`src/rtl/funct_gen_pipe.sv`:
```
// Registered ALU funct generator between ID decode and the ID/EX register, with illegal-op
// flag and HI/LO busy stall. Optional SLTI/SLTIU/XORI decodes under FUNCT_EXT_EN.
module funct_gen_pipe #(
  parameter int OP_WIDTH    = 6,
  parameter int FUNCT_WIDTH = 6,
  parameter int MULT_CYCLES = 4,
  parameter int DIV_CYCLES  = 32
) (
  input  logic                   clk,
  input  logic                   rst_n,
  input  logic                   flush,
  input  logic                   in_valid,
  output logic                   in_ready,
  input  logic [OP_WIDTH-1:0]    op,
  input  logic [FUNCT_WIDTH-1:0] funct_in,
  output logic                   out_valid,
  input  logic                   out_ready,
  output logic [FUNCT_WIDTH-1:0] funct,
  output logic                   illegal,
  output logic                   md_busy,
  output logic [1:0]             o_state
);

  localparam int MAX_CYCLES = (MULT_CYCLES > DIV_CYCLES) ? MULT_CYCLES : DIV_CYCLES;
  localparam int CW         = $clog2(MAX_CYCLES + 1);

  localparam logic [OP_WIDTH-1:0] OP_SPECIAL = OP_WIDTH'(6'h00);
  localparam logic [OP_WIDTH-1:0] OP_JAL     = OP_WIDTH'(6'h03);
  localparam logic [OP_WIDTH-1:0] OP_ADDI    = OP_WIDTH'(6'h08);
  localparam logic [OP_WIDTH-1:0] OP_ADDIU   = OP_WIDTH'(6'h09);
  localparam logic [OP_WIDTH-1:0] OP_SLTI    = OP_WIDTH'(6'h0A);
  localparam logic [OP_WIDTH-1:0] OP_SLTIU   = OP_WIDTH'(6'h0B);
  localparam logic [OP_WIDTH-1:0] OP_ANDI    = OP_WIDTH'(6'h0C);
  localparam logic [OP_WIDTH-1:0] OP_ORI     = OP_WIDTH'(6'h0D);
  localparam logic [OP_WIDTH-1:0] OP_XORI    = OP_WIDTH'(6'h0E);
  localparam logic [OP_WIDTH-1:0] OP_LUI     = OP_WIDTH'(6'h0F);
  localparam logic [OP_WIDTH-1:0] OP_LB      = OP_WIDTH'(6'h20);
  localparam logic [OP_WIDTH-1:0] OP_LW      = OP_WIDTH'(6'h23);
  localparam logic [OP_WIDTH-1:0] OP_LBU     = OP_WIDTH'(6'h24);
  localparam logic [OP_WIDTH-1:0] OP_SB      = OP_WIDTH'(6'h28);
  localparam logic [OP_WIDTH-1:0] OP_SW      = OP_WIDTH'(6'h2B);

  localparam logic [FUNCT_WIDTH-1:0] F_NOP   = FUNCT_WIDTH'(6'h00);
  localparam logic [FUNCT_WIDTH-1:0] F_MULT  = FUNCT_WIDTH'(6'h18);
  localparam logic [FUNCT_WIDTH-1:0] F_MULTU = FUNCT_WIDTH'(6'h19);
  localparam logic [FUNCT_WIDTH-1:0] F_DIV   = FUNCT_WIDTH'(6'h1A);
  localparam logic [FUNCT_WIDTH-1:0] F_DIVU  = FUNCT_WIDTH'(6'h1B);
  localparam logic [FUNCT_WIDTH-1:0] F_ADD   = FUNCT_WIDTH'(6'h20);
  localparam logic [FUNCT_WIDTH-1:0] F_ADDU  = FUNCT_WIDTH'(6'h21);
  localparam logic [FUNCT_WIDTH-1:0] F_AND   = FUNCT_WIDTH'(6'h24);
  localparam logic [FUNCT_WIDTH-1:0] F_OR    = FUNCT_WIDTH'(6'h25);
  localparam logic [FUNCT_WIDTH-1:0] F_XOR   = FUNCT_WIDTH'(6'h26);
  localparam logic [FUNCT_WIDTH-1:0] F_SLT   = FUNCT_WIDTH'(6'h2A);
  localparam logic [FUNCT_WIDTH-1:0] F_SLTU  = FUNCT_WIDTH'(6'h2B);

  typedef enum logic [1:0] {EMPTY = 2'd0, FULL = 2'd1, MD_WAIT = 2'd2} state_t;

  state_t                 r_state;
  logic                   r_out_valid;
  logic [FUNCT_WIDTH-1:0] r_funct;
  logic                   r_illegal;
  logic                   r_md_busy;
  logic                   r_is_mult;
  logic                   r_is_div;
  logic [CW-1:0]          r_cnt;

  logic [FUNCT_WIDTH-1:0] w_dec_funct;
  logic                   w_dec_illegal;
  logic                   w_dec_mult;
  logic                   w_dec_div;
  logic                   w_accept;

  always_comb begin
    w_dec_funct   = F_NOP;
    w_dec_illegal = 1'b0;
    case (op)
      OP_SPECIAL:                                    w_dec_funct = funct_in;
      OP_LUI, OP_JAL, OP_ORI:                        w_dec_funct = F_OR;
      OP_LB, OP_LBU, OP_LW, OP_SB, OP_SW, OP_ADDIU:  w_dec_funct = F_ADDU;
      OP_ADDI:                                       w_dec_funct = F_ADD;
      OP_ANDI:                                       w_dec_funct = F_AND;
`ifdef FUNCT_EXT_EN
      OP_SLTI:                                       w_dec_funct = F_SLT;
      OP_SLTIU:                                      w_dec_funct = F_SLTU;
      OP_XORI:                                       w_dec_funct = F_XOR;
`endif
      default:                                       w_dec_illegal = 1'b1;
    endcase
  end

`ifndef FUNCT_EXT_EN
  // Without the extension these opcodes fall through to the illegal default above.
  logic w_ext_unused;
  assign w_ext_unused = ^{OP_SLTI, OP_SLTIU, OP_XORI, F_SLT, F_SLTU, F_XOR};
`endif

  assign w_dec_mult = (op == OP_SPECIAL) && ((funct_in == F_MULT) || (funct_in == F_MULTU));
  assign w_dec_div  = (op == OP_SPECIAL) && ((funct_in == F_DIV)  || (funct_in == F_DIVU));

  // A held MULT/DIV that transfers moves straight into MD_WAIT, so nothing may be
  // accepted alongside it or that instruction would be lost.
  assign in_ready = !flush && (r_state != MD_WAIT) &&
                    (!r_out_valid || (out_ready && !(r_is_mult || r_is_div)));
  assign w_accept = in_valid && in_ready;

  always_ff @(posedge clk or negedge rst_n) begin
    if (!rst_n) begin
      r_state     <= EMPTY;
      r_out_valid <= 1'b0;
      r_funct     <= F_NOP;
      r_illegal   <= 1'b0;
      r_md_busy   <= 1'b0;
      r_is_mult   <= 1'b0;
      r_is_div    <= 1'b0;
      r_cnt       <= '0;
    end else begin
      case (r_state)
        EMPTY: begin
          if (w_accept) begin
            r_funct     <= w_dec_funct;
            r_illegal   <= w_dec_illegal;
            r_is_mult   <= w_dec_mult;
            r_is_div    <= w_dec_div;
            r_out_valid <= 1'b1;
            r_state     <= FULL;
          end
        end
        FULL: begin
          if (flush) begin
            r_out_valid <= 1'b0;
            r_illegal   <= 1'b0;
            r_state     <= EMPTY;
          end else if (out_ready) begin
            if (r_is_mult) begin
              r_cnt       <= CW'(MULT_CYCLES - 1);
              r_out_valid <= 1'b0;
              r_md_busy   <= 1'b1;
              r_state     <= MD_WAIT;
            end else if (r_is_div) begin
              r_cnt       <= CW'(DIV_CYCLES - 1);
              r_out_valid <= 1'b0;
              r_md_busy   <= 1'b1;
              r_state     <= MD_WAIT;
            end else if (w_accept) begin
              r_funct   <= w_dec_funct;
              r_illegal <= w_dec_illegal;
              r_is_mult <= w_dec_mult;
              r_is_div  <= w_dec_div;
            end else begin
              r_out_valid <= 1'b0;
              r_state     <= EMPTY;
            end
          end
        end
        MD_WAIT: begin
          // flush is deliberately not looked at: the HI/LO operation is already committed.
          if (r_cnt == '0) begin
            r_md_busy <= 1'b0;
            r_state   <= EMPTY;
          end else begin
            r_cnt <= r_cnt - CW'(1);
          end
        end
        default: r_state <= EMPTY;
      endcase
    end
  end

  assign out_valid = r_out_valid;
  assign funct     = r_funct;
  assign illegal   = r_illegal;
  assign md_busy   = r_md_busy;
  assign o_state   = r_state;

endmodule

```
`config.mk`:
```
export PLATFORM = sky130hd
export DESIGN_NAME = funct_gen_pipe
export DESIGN_NICKNAME = d
export VERILOG_FILES = /design/src/rtl/funct_gen_pipe.sv
export SDC_FILE = /design/constraint.sdc
export NUM_CORES = 1
export LEC_CHECK = 0
export ABC_AREA = 1
export BUFFER_PORTS_ARGS = -buffer_cell sky130_fd_sc_hd__buf_2
export CAP_MARGIN = 20
export CELL_PAD_IN_SITES_DETAIL_PLACEMENT = 0
export CELL_PAD_IN_SITES_GLOBAL_PLACEMENT = 1
export CORE_MARGIN = 2
export CORE_UTILIZATION = 34
export CTS_CLUSTER_DIAMETER = 50
export DETAILED_ROUTE_END_ITERATION = 8
export GPL_TIMING_DRIVEN = 0
export PLACE_DENSITY = 0.75
export SLEW_MARGIN = 10
export SYNTH_ARGS = -nofsm -noshare
export SYNTH_HDL_FRONTEND = slang
export SYNTH_SLANG_ARGS = --single-unit
```
`constraint.sdc`:
```
create_clock -name clk -period 1.5 [get_ports clk]
set_input_delay 0.225 -clock clk [delete_from_list [all_inputs] [get_ports clk]]
set_output_delay 0.225 -clock clk [all_outputs]
set_load 0.005 [all_outputs]
```
==> reports/summary.md <==
Timing
- **transition at the pin with the smallest max-transition slack** 0.4421 ns
- **setup repair after global routing missed its margin** true
- **max-slew violation count** 0
- **final worst-path cycle share** 96.75%
- **Slew HR** 70.53%
- **min setup slack post-route** 0.04872 ns
- **final number of setup-violating endpoints** 0
- **f_max** 689.0 MHz
- **Final Critical Period** 1.451 ns
- **clock skew after layout** 0.004300 ns
- **final hold viol count** 0

Die
- **initial core utilization** 35.99%
- **Std-Cell Rows** 21
- **vertical die dimension** 63.90 µm
- **Core Footprint** 0.003390 mm²
- **I/O pin count** 29
- **horizontal die dimension** 63.90 µm
- **Total Die Area** 0.004083 mm²

Synth
- **cell taking the most area after synthesis** dfrtp_1
- **per-instance average area after synthesis** 7.052 µm²
- **post-synth net total** 192
- **Cell variety after synth** 23
- **portion of synthesized cell area occupied by the leading cell type** 38.97%
- **register bit count reported by yosys** 19
- **leading cell types by total area after synthesis** dfrtp_1 39%, nand2_1 18%, inv_1 6.5%, nor2_1 5.8%, o21ai_0 5.3%
- **Synth warnings** 0
- **area of the mapped netlist** 0.001220 mm²
- **sequential-to-total area share from yosys stat** 38.97%
- **Gate Count Post-Synth** 173

Routing
- **antenna viol nets, final** 0
- **wire length on met3** 137 µm
- **number of vias in the routed layout** 1150
- **1st-iter DRT viols** 30
- **wire length on met1** 1406 µm
- **total detailed-routing wirelength** 2694 µm
- **Met2 Wirelength** 1137 µm
- **average vias per placed instance** 4.423
- **highest metal layer with signal wires** met4
- **router iterations before antenna repair** 4
- **number of design rule violations left after detail routing** 0
- **DR WL/cell** 10.36 µm

Power and ir drop
- **static leakage power** 0.8468 nW
- **cell area power density** 1459 mW/mm²
- **Sw Ratio** 43.90%
- **part of the total power dissipated in combinational logic** 53.3%
- **net switching power** 0.9950 mW
- **register share of total power** 34.8%
- **worst vdd ir** 0.5889 mV
- **proportion of power drawn by the clock network** 11.9%
- **Internal Pwr Total** 1.272 mW

Global routing
- **pin count of the biggest net entering global routing** 20
- **antenna violations before repair** 0
- **combined global-route utilization of all metal layers** 14.60%
- **total global routing overflow** 0
- **vias in the first global route** 1107
- **first-pass GRT wire length** 4788 µm

Critical path
- **crit path cell chain** nor2_2, nand2_1, nand2_2, nand2_2, inv_2, buf_2
- **data arrival time at the worst-slack endpoint** 1.23 ns
- **capture point of the critical path** in_ready
- **worst reg-to-reg setup slack** 0.09 ns
- **CP Max Fanout** 3
- **Crit-path slowest cell** dfrtp_1
- **Largest stage delay, worst path** 0.42 ns
- **source of the worst register-to-register timing path** o_state[1]
- **classification of the worst setup path** flip-flop to output port
- **CP Capture Type** output port
- **worst reg-to-reg path cell count** 8
- **most common cell type on the critical path** nand2_2
- **worst path required time** 1.27 ns
- **start point of the critical path** r_is_div
- **Worst Setup Start Kind** flip-flop
- **R2R Path End** r_cnt[0]

Placed design
- **Post-Place Setup Slack** -0.001393 ns
- **estimated wirelength of the detail-placed design** 2100 µm
- **number of placed instances, taps included** 247
- **global placement routability congestion** 0.8331
- **number of buffers inserted by port buffering** 28

Run status
- **run status** completed

Run
- **number of maximum-capacitance constraint violations** 0

Clocking
- **later-pin clock latency in the skew report** 0.30 ns
- **buffer cell driving the clock tree root** clkbuf_4
- **maximum buffer depth of the clock tree** 2
- **clock tree sinks** 19
- **CTS tree** built
- **clock buffer count from CTS** 3
- **# H-tree levels** 1
- **clock-pin slew on the worst setup and hold paths** 0.12 ns

Min path
- **Hold/Removal Path Class** input pin to flip-flop

Layout
- **# fillers** 364
- **final standard cell count with taps included and fillers excluded** 260
- **fin util** 45.85%
- **most used cells in the layout excluding fill and tap cells** 53 x nand2_1, 28 x buf_2, 20 x inv_1
- **layout cell share with drive strength beyond 1** 30.84%
- **Syn-to-layout area delta** 27.38%
- **Final Net Count** 234
- **antenna diode instance count** 0
- **most frequent standard cell in the layout excluding fill and tap cells** nand2_1

-- synthesized netlist by cell type (all sizes together) --
| library cell | count |
|---|---|
| nand2 | 58 |
| inv | 26 |
| nor2 | 23 |
| dfrtp | 19 |
| o21ai | 16 |
| nand3 | 12 |
| a21oi | 6 |
| nand4 | 3 |
| nor3 | 3 |
| ha | 2 |
| a22oi | 1 |
| nand3b | 1 |
| o211ai | 1 |
| xnor2 | 1 |
| xor2 | 1 |
-- what timing repair did --
item / CTS / global route
hold buffers: 1 / 0
resized for setup: 2 / 11
buffers inserted: 4 / 4
endpoints found under the setup margin: 3 / 13
pin swaps: 1 / 7
gates cloned: 0 / 0
hold endpoints to repair: 19 / 0
-- stage by stage --
stage | hold WS [ns] | power, mW | TNS [ns] | cell area, µm²
after CTS | 0.1451 | 2.173 | 0 | 1491
after floorplan | -0.07059 | 1.544 | 0 | 1220
after detailed placement | 0.2107 | 1.843 | -0.001393 | 1418
after global routing | 0.1573 | 2.503 | -0.1276 | 1554
final | 0.1583 | 2.267 | 0 | 1554
after global placement | 0.1957 | 1.822 | 0 | 1418
-- critical path, delay by kind of cell (launching register included) --
kind	cells	cell delay, ns
AND/OR/NAND/NOR	4	0.38
buffers and inverters	2	0.13
flip-flops	1	0.42
-- registers in the layout, summed over array words and instances (netlist names) --
register	count
illegal	1
o_state	2
md_busy	1
r_cnt	6
out_valid	1
funct	6
r_is_mult	1
r_is_div	1
-- cell families after synthesis --
| kind of cell | count (synthesis) | synth area share [%] |
|---|---|---|
| xor gates and xnor gates | 2 | 1.436 |
| buffers and inverters | 26 | 8.001 |
| and+or+nand+nor | 100 | 37.33 |
| adders and majority gates | 2 | 2.051 |
| AOI/OAI and AO/OA | 24 | 12.21 |
| DFF | 19 | 38.97 |
-- cell type report --
class / instances / area, µm² / area share (%)
sequential: 19 / 478.0 / 30.76
clock inverter: 1 / 7.507 / 0.4831
tap: 46 / 57.56 / 3.704
clock buffer: 3 / 22.52 / 1.449
timing repair buffer: 37 / 210.2 / 13.53
multi-input combinational: 128 / 680.7 / 43.80
inverter: 26 / 97.59 / 6.280
-- worst min path at each step --
stage,startpoint,endpoint,slack (ns),depth (start not counted)
after floorplan,rst_n,funct[0],-0.07,0
after global placement,rst_n,o_state[0],0.20,1
after detailed placement,rst_n,out_valid,0.21,1
after CTS,funct_in[3],funct[3],0.15,3
after global routing,funct_in[3],funct[3],0.16,3
final,funct_in[3],funct[3],0.16,3
-- per-layer routing --
layer  track usage, %  vias to the layer above
met5                0                        -
met4            2.446                        0
li1                 -                      636
met1            19.84                      488
met3            4.225                        2
met2            23.31                       24
-- power by group through the flow --
stage	clock network, mW	logic (mW)	registers [mW]
CTS	0.290	1.10	0.784
finish	0.270	1.21	0.788
global route	0.323	1.37	0.809
global placement	0	1.02	0.801
detailed placement	0	1.04	0.802
floorplan	0	0.750	0.794
Power figures use the tool's default switching activity.
